## src/rtl/victim_cache_ctrl.sv

```systemverilog
// victim_cache_ctrl
// Controller for the data-cache victim buffer. It keeps tag/valid/dirty state
// for a small fully-associative victim store and drives the external victim
// data RAM (index plus read/write strobes). It answers dcache lookups, swaps a
// victim hit back into the dcache, and inserts evicted lines with FIFO
// replacement. Dirty victims are written back to memory before they are
// overwritten, and on flush.
//
// Ports
//   clk, rst                 clock, synchronous active-high reset
//   lookup_req_i/addr_i      lookup command and line address
//   lookup_done_o            one-cycle pulse, lookup result valid
//   victim_hit_o/hit_dirty_o/hit_idx_o  lookup result
//   swap_req_i/swap_idx_i    swap an entry with the evicted dcache line
//   ins_req_i                insert the evicted dcache line
//   ev_valid_i/ev_dirty_i/ev_addr_i     evicted line state
//   flush_req_i              write back all dirty entries, then invalidate all
//   ready_o                  high only while idle
//   op_ack_o, flush_done_o   completion pulses
//   vram_idx_o/rd_o/wr_o     victim data RAM control (1-cycle read latency)
//   vc2mem_req_o/addr_o      writeback request, held until mem2vc_ack_i
//   mem2vc_ack_i             memory accepted the writeback
module victim_cache_ctrl #(
  parameter int VC_ENTRIES  = 4,
  parameter int LINE_ADDR_W = 28,
  parameter int IDX_W       = $clog2(VC_ENTRIES)
) (
  input  logic                   clk,
  input  logic                   rst,
  input  logic                   lookup_req_i,
  input  logic [LINE_ADDR_W-1:0] lookup_addr_i,
  output logic                   lookup_done_o,
  output logic                   victim_hit_o,
  output logic                   hit_dirty_o,
  output logic [IDX_W-1:0]       hit_idx_o,
  input  logic                   swap_req_i,
  input  logic [IDX_W-1:0]       swap_idx_i,
  input  logic                   ins_req_i,
  input  logic                   ev_valid_i,
  input  logic                   ev_dirty_i,
  input  logic [LINE_ADDR_W-1:0] ev_addr_i,
  input  logic                   flush_req_i,
  output logic                   ready_o,
  output logic                   op_ack_o,
  output logic                   flush_done_o,
  output logic [IDX_W-1:0]       vram_idx_o,
  output logic                   vram_rd_o,
  output logic                   vram_wr_o,
  output logic                   vc2mem_req_o,
  output logic [LINE_ADDR_W-1:0] vc2mem_addr_o,
  input  logic                   mem2vc_ack_i
);

  typedef enum logic [3:0] {
    IDLE      = 4'd0,
    LOOKUP    = 4'd1,
    SWAP_RD   = 4'd2,
    SWAP_WR   = 4'd3,
    INS_CHK   = 4'd4,
    DRAIN_RD  = 4'd5,
    DRAIN_REQ = 4'd6,
    INS_WR    = 4'd7,
    FL_SCAN   = 4'd8,
    FL_DONE   = 4'd9
  } state_t;

  localparam logic [IDX_W-1:0] LAST_IDX = IDX_W'(VC_ENTRIES - 1);
  localparam logic [IDX_W-1:0] ONE_IDX  = IDX_W'(1);

  state_t                   state_r;
  logic [LINE_ADDR_W-1:0]   tag_r [VC_ENTRIES];
  logic [VC_ENTRIES-1:0]    valid_r;
  logic [VC_ENTRIES-1:0]    dirty_r;
  logic [IDX_W-1:0]         ptr_r;
  // Swap target, drain target or flush scan position, depending on the op.
  logic [IDX_W-1:0]         op_idx_r;
  logic [LINE_ADDR_W-1:0]   ev_addr_r;
  logic                     ev_valid_r;
  logic                     ev_dirty_r;
  // Distinguishes a flush drain (resume scan) from an insert drain (write).
  logic                     flush_mode_r;

  logic [VC_ENTRIES-1:0]    match_s;
  logic [IDX_W-1:0]         hit_idx_s;
  logic                     hit_dirty_s;

  // Associative tag compare; at most one valid entry can match, so OR-ing
  // the masked indices yields the one-hot encoder result (0 on a miss).
  always_comb begin
    match_s   = '0;
    hit_idx_s = '0;
    for (int i = 0; i < VC_ENTRIES; i++) begin
      match_s[i] = valid_r[i] && (tag_r[i] == lookup_addr_i);
      hit_idx_s  = hit_idx_s | (IDX_W'(i) & {IDX_W{match_s[i]}});
    end
    hit_dirty_s = |(match_s & dirty_r);
  end

  // Control FSM with registered outputs; every output is set on the edge
  // that enters the state in which it is meant to be seen.
  always_ff @(posedge clk) begin
    if (rst) begin
      state_r       <= IDLE;
      valid_r       <= '0;
      dirty_r       <= '0;
      ptr_r         <= '0;
      op_idx_r      <= '0;
      ev_addr_r     <= '0;
      ev_valid_r    <= 1'b0;
      ev_dirty_r    <= 1'b0;
      flush_mode_r  <= 1'b0;
      lookup_done_o <= 1'b0;
      victim_hit_o  <= 1'b0;
      hit_dirty_o   <= 1'b0;
      hit_idx_o     <= '0;
      ready_o       <= 1'b1;
      op_ack_o      <= 1'b0;
      flush_done_o  <= 1'b0;
      vram_idx_o    <= '0;
      vram_rd_o     <= 1'b0;
      vram_wr_o     <= 1'b0;
      vc2mem_req_o  <= 1'b0;
      vc2mem_addr_o <= '0;
    end else begin
      lookup_done_o <= 1'b0;
      op_ack_o      <= 1'b0;
      flush_done_o  <= 1'b0;
      vram_rd_o     <= 1'b0;
      vram_wr_o     <= 1'b0;
      ready_o       <= 1'b0;

      case (state_r)
        IDLE: begin
          if (flush_req_i) begin
            state_r      <= FL_SCAN;
            flush_mode_r <= 1'b1;
            op_idx_r     <= '0;
          end else if (swap_req_i) begin
            state_r    <= SWAP_RD;
            op_idx_r   <= swap_idx_i;
            ev_valid_r <= ev_valid_i;
            ev_dirty_r <= ev_dirty_i;
            ev_addr_r  <= ev_addr_i;
            vram_rd_o  <= 1'b1;
            vram_idx_o <= swap_idx_i;
          end else if (ins_req_i) begin
            state_r      <= INS_CHK;
            flush_mode_r <= 1'b0;
            ev_valid_r   <= ev_valid_i;
            ev_dirty_r   <= ev_dirty_i;
            ev_addr_r    <= ev_addr_i;
            // Nothing to insert: acknowledge while passing through INS_CHK.
            op_ack_o     <= ~ev_valid_i;
          end else if (lookup_req_i) begin
            state_r       <= LOOKUP;
            lookup_done_o <= 1'b1;
            victim_hit_o  <= |match_s;
            hit_dirty_o   <= hit_dirty_s;
            hit_idx_o     <= hit_idx_s;
          end else begin
            state_r <= IDLE;
            ready_o <= 1'b1;
          end
        end

        LOOKUP: begin
          state_r <= IDLE;
          ready_o <= 1'b1;
        end

        SWAP_RD: begin
          state_r   <= SWAP_WR;
          vram_wr_o <= ev_valid_r;
          op_ack_o  <= 1'b1;
        end

        SWAP_WR: begin
          state_r <= IDLE;
          ready_o <= 1'b1;
          if (ev_valid_r) begin
            tag_r[op_idx_r]   <= ev_addr_r;
            valid_r[op_idx_r] <= 1'b1;
            dirty_r[op_idx_r] <= ev_dirty_r;
          end else begin
            valid_r[op_idx_r] <= 1'b0;
            dirty_r[op_idx_r] <= 1'b0;
          end
        end

        INS_CHK: begin
          if (!ev_valid_r) begin
            state_r <= IDLE;
            ready_o <= 1'b1;
          end else if (valid_r[ptr_r] && dirty_r[ptr_r]) begin
            state_r    <= DRAIN_RD;
            op_idx_r   <= ptr_r;
            vram_rd_o  <= 1'b1;
            vram_idx_o <= ptr_r;
          end else begin
            state_r    <= INS_WR;
            vram_wr_o  <= 1'b1;
            vram_idx_o <= ptr_r;
            op_ack_o   <= 1'b1;
          end
        end

        DRAIN_RD: begin
          state_r       <= DRAIN_REQ;
          vc2mem_req_o  <= 1'b1;
          vc2mem_addr_o <= tag_r[op_idx_r];
        end

        DRAIN_REQ: begin
          if (mem2vc_ack_i) begin
            vc2mem_req_o <= 1'b0;
            if (!flush_mode_r) begin
              state_r    <= INS_WR;
              vram_wr_o  <= 1'b1;
              vram_idx_o <= ptr_r;
              op_ack_o   <= 1'b1;
            end else if (op_idx_r == LAST_IDX) begin
              state_r      <= FL_DONE;
              flush_done_o <= 1'b1;
            end else begin
              state_r  <= FL_SCAN;
              op_idx_r <= op_idx_r + ONE_IDX;
            end
          end else begin
            state_r <= DRAIN_REQ;
          end
        end

        INS_WR: begin
          state_r        <= IDLE;
          ready_o        <= 1'b1;
          tag_r[ptr_r]   <= ev_addr_r;
          valid_r[ptr_r] <= 1'b1;
          dirty_r[ptr_r] <= ev_dirty_r;
          // Power-of-two depth: natural overflow gives the FIFO wrap.
          ptr_r          <= ptr_r + ONE_IDX;
        end

        FL_SCAN: begin
          if (valid_r[op_idx_r] && dirty_r[op_idx_r]) begin
            state_r    <= DRAIN_RD;
            vram_rd_o  <= 1'b1;
            vram_idx_o <= op_idx_r;
          end else if (op_idx_r == LAST_IDX) begin
            state_r      <= FL_DONE;
            flush_done_o <= 1'b1;
          end else begin
            state_r  <= FL_SCAN;
            op_idx_r <= op_idx_r + ONE_IDX;
          end
        end

        FL_DONE: begin
          state_r      <= IDLE;
          ready_o      <= 1'b1;
          valid_r      <= '0;
          dirty_r      <= '0;
          ptr_r        <= '0;
          flush_mode_r <= 1'b0;
        end

        default: begin
          state_r <= IDLE;
          ready_o <= 1'b1;
        end
      endcase
    end
  end

endmodule

```

## config.mk

```make
export PLATFORM = sky130hd
export DESIGN_NAME = victim_cache_ctrl
export DESIGN_NICKNAME = d
export VERILOG_FILES = /design/src/rtl/victim_cache_ctrl.sv
export SDC_FILE = /design/constraint.sdc
export NUM_CORES = 1
export LEC_CHECK = 0
export BUFFER_PORTS_ARGS = -buffer_cell sky130_fd_sc_hd__buf_2
export CORE_MARGIN = 3
export CORE_UTILIZATION = 45
export CTS_CLUSTER_DIAMETER = 50
export CTS_CLUSTER_SIZE = 16
export DETAILED_ROUTE_END_ITERATION = 7
export HOLD_SLACK_MARGIN = 0.05
export PLACE_DENSITY = 0.61
export SYNTH_ARGS = -nofsm -noshare
export SYNTH_HDL_FRONTEND = slang
export SYNTH_SLANG_ARGS = --single-unit
```

## constraint.sdc

```tcl
create_clock -name clk -period 8.2 [get_ports clk]
set_input_delay 0.82 -clock clk [delete_from_list [all_inputs] [get_ports clk]]
set_output_delay 0.82 -clock clk [all_outputs]
set_load 0.03 [all_outputs]
```

==> flow_summary.yaml <==
run_status:
  status: "completed"
sta:
  finalSetupViolCount: 0
  fmax_mhz: 307
  rsz0062_at_grt: "no"
  fin_crit_ns: 3.26
  relSlewSlack_pct: 22.3
  setup_tns_ns: 0
  drv_slew: 0
  min_period_over_period_pct: 39.7
  hold_violations: 0
  worst_slew_pin_slew_ns: 1.17
  skew_ns: 0.0145
drt:
  num_vias: 6519
  drt-pass1-iter-count: 6
  wl_um: 24000
  drt_iter0_drc: 526
  wire_per_inst_um: 20.1
  vias_per_cell: 5.46
  drc_errors: 0
  postRouteAntennaNets: 0
setup_path:
  critPathKind: "flip-flop to flip-flop"
  cp_data_required_time_ns: 8.27
  cp-end-kind: "flip-flop"
  arrival_ns: 3.32
  cp_slowest_cell: "dfxtp_1"
  r2r_setup_slack_ns: 4.94
  cpPeakStageDelay_ns: 0.80
  critPathMaxFanout: 28
  crit_chain: "nor2b_1, nand3_1, nor2_1, mux2i_1, and2_2"
  critPathLaunchType: "flip-flop"
yosys:
  synthFlopType: "edfxtp_1"
  synthArstFlopShare_pct: 0
  muxShareOfSynthArea_pct: 7.42
  synth_top_family_by_area: "simple AND/OR/NAND/NOR gates"
  syn_inst: 823
  synth_top_area_share_pct: 36.4
  synth_compound_area_share_pct: 9.02
  ys_ff_latch: 200
  yosys.area.top_type: "edfxtp_1"
  synth-edff-count: 112
  synth_area_leaders: "edfxtp_1, dfxtp_1, mux4_2"
  synth_warnings: 0
  synth_fa_ha_area_share_pct: 1.08
  synth.yosys.seq_area_share_pct: 55.5
  netlist-cell-type-count: 59
  syn-num-nets: 898
  avgSynthCellArea_um2: 11.2
  synthesis.area_um2: 9240
  yosys.area_share.simple_pct: 14.3
  synth-xor-area-share_pct: 10.1
clock_network:
  cts_tree: "built"
  clockBufferDepth: 2
  clk_latency_ns: 0.44
  cts-buffers-inserted: 17
  cts-resized-gates: 0
  cts.sinks: 200
  clkTransAtPathRegs_ns: 0.08
  post_cts_buffers: 0
  hold_buffers: 0
  h-tree-depth: 4
  cts-root-buf: "clkbuf_16"
pwr:
  p_leak_nw: 3.77
  pwr-share-seq_pct: 49.5
  switching_share_pct: 28.4
  intPower_mw: 1.63
  p_clk_share_pct: 35.6
  pwr-share-comb_pct: 14.9
  power.density_nw_per_um2: 215
  power_mw: 2.27
  p_sw_uw: 645
  ir_drop_mv: 0.141
final_layout:
  areaGrowthSynthToFinish_pct: 14.4
  final_common_cell: "nand2_1"
  nets: 992
  diodes: 0
  fillCellCount: 1799
  drive_gt1_share_pct: 21.1
  multi_input_area_um2: 3880
  fin_util_pct: 53.4
  layout_common_cells: "nand2_1, edfxtp_1, buf_2, dfxtp_1, a21oi_1"
  register_area_um2: 5130
global_route:
  grt_overflow: 0
  grt_pass1_wl_um: 36800
  grt_antenna_before_repair: 0
  grt_max_degree: 87
  gr-usage-all-layers_pct: 22.1
  grt_pass1_vias: 6394
die:
  fp.dieH_um: 149
  start_util_pct: 46.7
  core-area_um2: 19800
  die_area_um2: 22300
  rows: 51
  pin_count: 108
  fp.dieW_um: 149
placed_design:
  portBuffers: 107
  dp_hpwl_um: 17300
  gp_congestion: 0.902
job:
  maxCapViolCount: 0
worst_hold_path:
  hp-class: "flip-flop to flip-flop"
==> worst paths after layout <==
kind,start,endpoint,depth (start not counted)
setup / recovery,state_r[2],tag_r[1][21],5
hold / removal,vc2mem_addr_o[3],vc2mem_addr_o[3],2
setup reg to reg,state_r[2],tag_r[1][21],5
hold reg to reg,vc2mem_addr_o[3],vc2mem_addr_o[3],2
==> per-layer routing <==
layer,part of all wire (%),track usage (%)
met1,45,30.8
met2,47,34.6
met3,5.4,4.56
met4,2.7,7.69
met5,0,0
==> cell type report <==
cell class	count	area share [%]
clock buffers	18	4.06
inverters	19	0.675
clock inverters	14	1.27
well taps	265	3.14
repair buffers	115	5.64
flip-flops and latches	200	48.5
multi-input cells	564	36.7
==> sequential cells by signal (all words and copies together), names as in the netlist, named ones only <==
name / count
hit_dirty_o: 1
vram_idx_o: 2
vram_rd_o: 1
hit_idx_o: 2
victim_hit_o: 1
vc2mem_req_o: 1
flush_done_o: 1
flush_mode_r: 1
op_ack_o: 1
ready_o: 1
lookup_done_o: 1
ev_dirty_r: 1
ev_valid_r: 1
op_idx_r: 2
vram_wr_o: 1
state_r: 4
ev_addr_r: 28
vc2mem_addr_o: 28
ptr_r: 2
tag_r: 112
==> worst max-delay path, delay by kind of cell, from the launching register on <==
kind             cells  cell delay [ns]
AND/OR/NAND/NOR      4             1.67
flip-flops           1             0.80
multiplexers         1             0.38
==> Yosys cell counts (2+ instances only) <==
cell / number
o21ai_1: 5
and2_1: 6
nand2b_1: 8
nand4_1: 11
nor4_4: 2
nor2_2: 2
inv_1: 17
a31oi_1: 6
nor2b_1: 4
nand3_1: 10
nor4_2: 2
nor2_1: 34
a222oi_1: 2
nor3_1: 13
ha_1: 8
a21o_1: 6
o22ai_1: 3
or2_1: 2
a211o_1: 2
a21oi_1: 85
xor2_1: 72
nor3b_1: 2
mux4_2: 30
a221oi_1: 2
a211oi_1: 7
inv_2: 2
o21ai_0: 10
xnor2_1: 34
clkbuf_1: 27
nor4_1: 17
nand2_1: 154
dfxtp_1: 88
a32oi_1: 2
buf_2: 11
edfxtp_1: 112
a22oi_1: 2
==> metrics by stage <==
stage	setup WS [ns]	cells	area (µm²)	hold slack, ns
6_report	4.94	1195	10600	0.451
5_1_grt	4.68	1195	10600	0.475
4_1_cts	4.92	1195	10600	0.454
3_5_place_dp	4.89	1163	10000	0.443
3_3_place_gp	4.91	1163	10000	0.439
2_1_floorplan	5.21	823	9240	0.460
==> kinds of logic after synthesis <==
family | Yosys count
buffers and inverters | 59
DFF | 200
adders and majority gates | 8
AOI/OAI and AO/OA | 142
muxes | 31
and+or+nand+nor | 277
xor gates and xnor gates | 106
==> power by group through the flow <==
stage	clock network (mW)	logic [mW]	registers, mW
final	0.810	0.339	1.13
after detailed placement	0	0.340	1.15
after floorplan	0	0.233	1.14
after CTS	0.823	0.342	1.13
after global placement	0	0.343	1.15
after global routing	0.868	0.371	1.13
(Power assumes the default switching activity.)
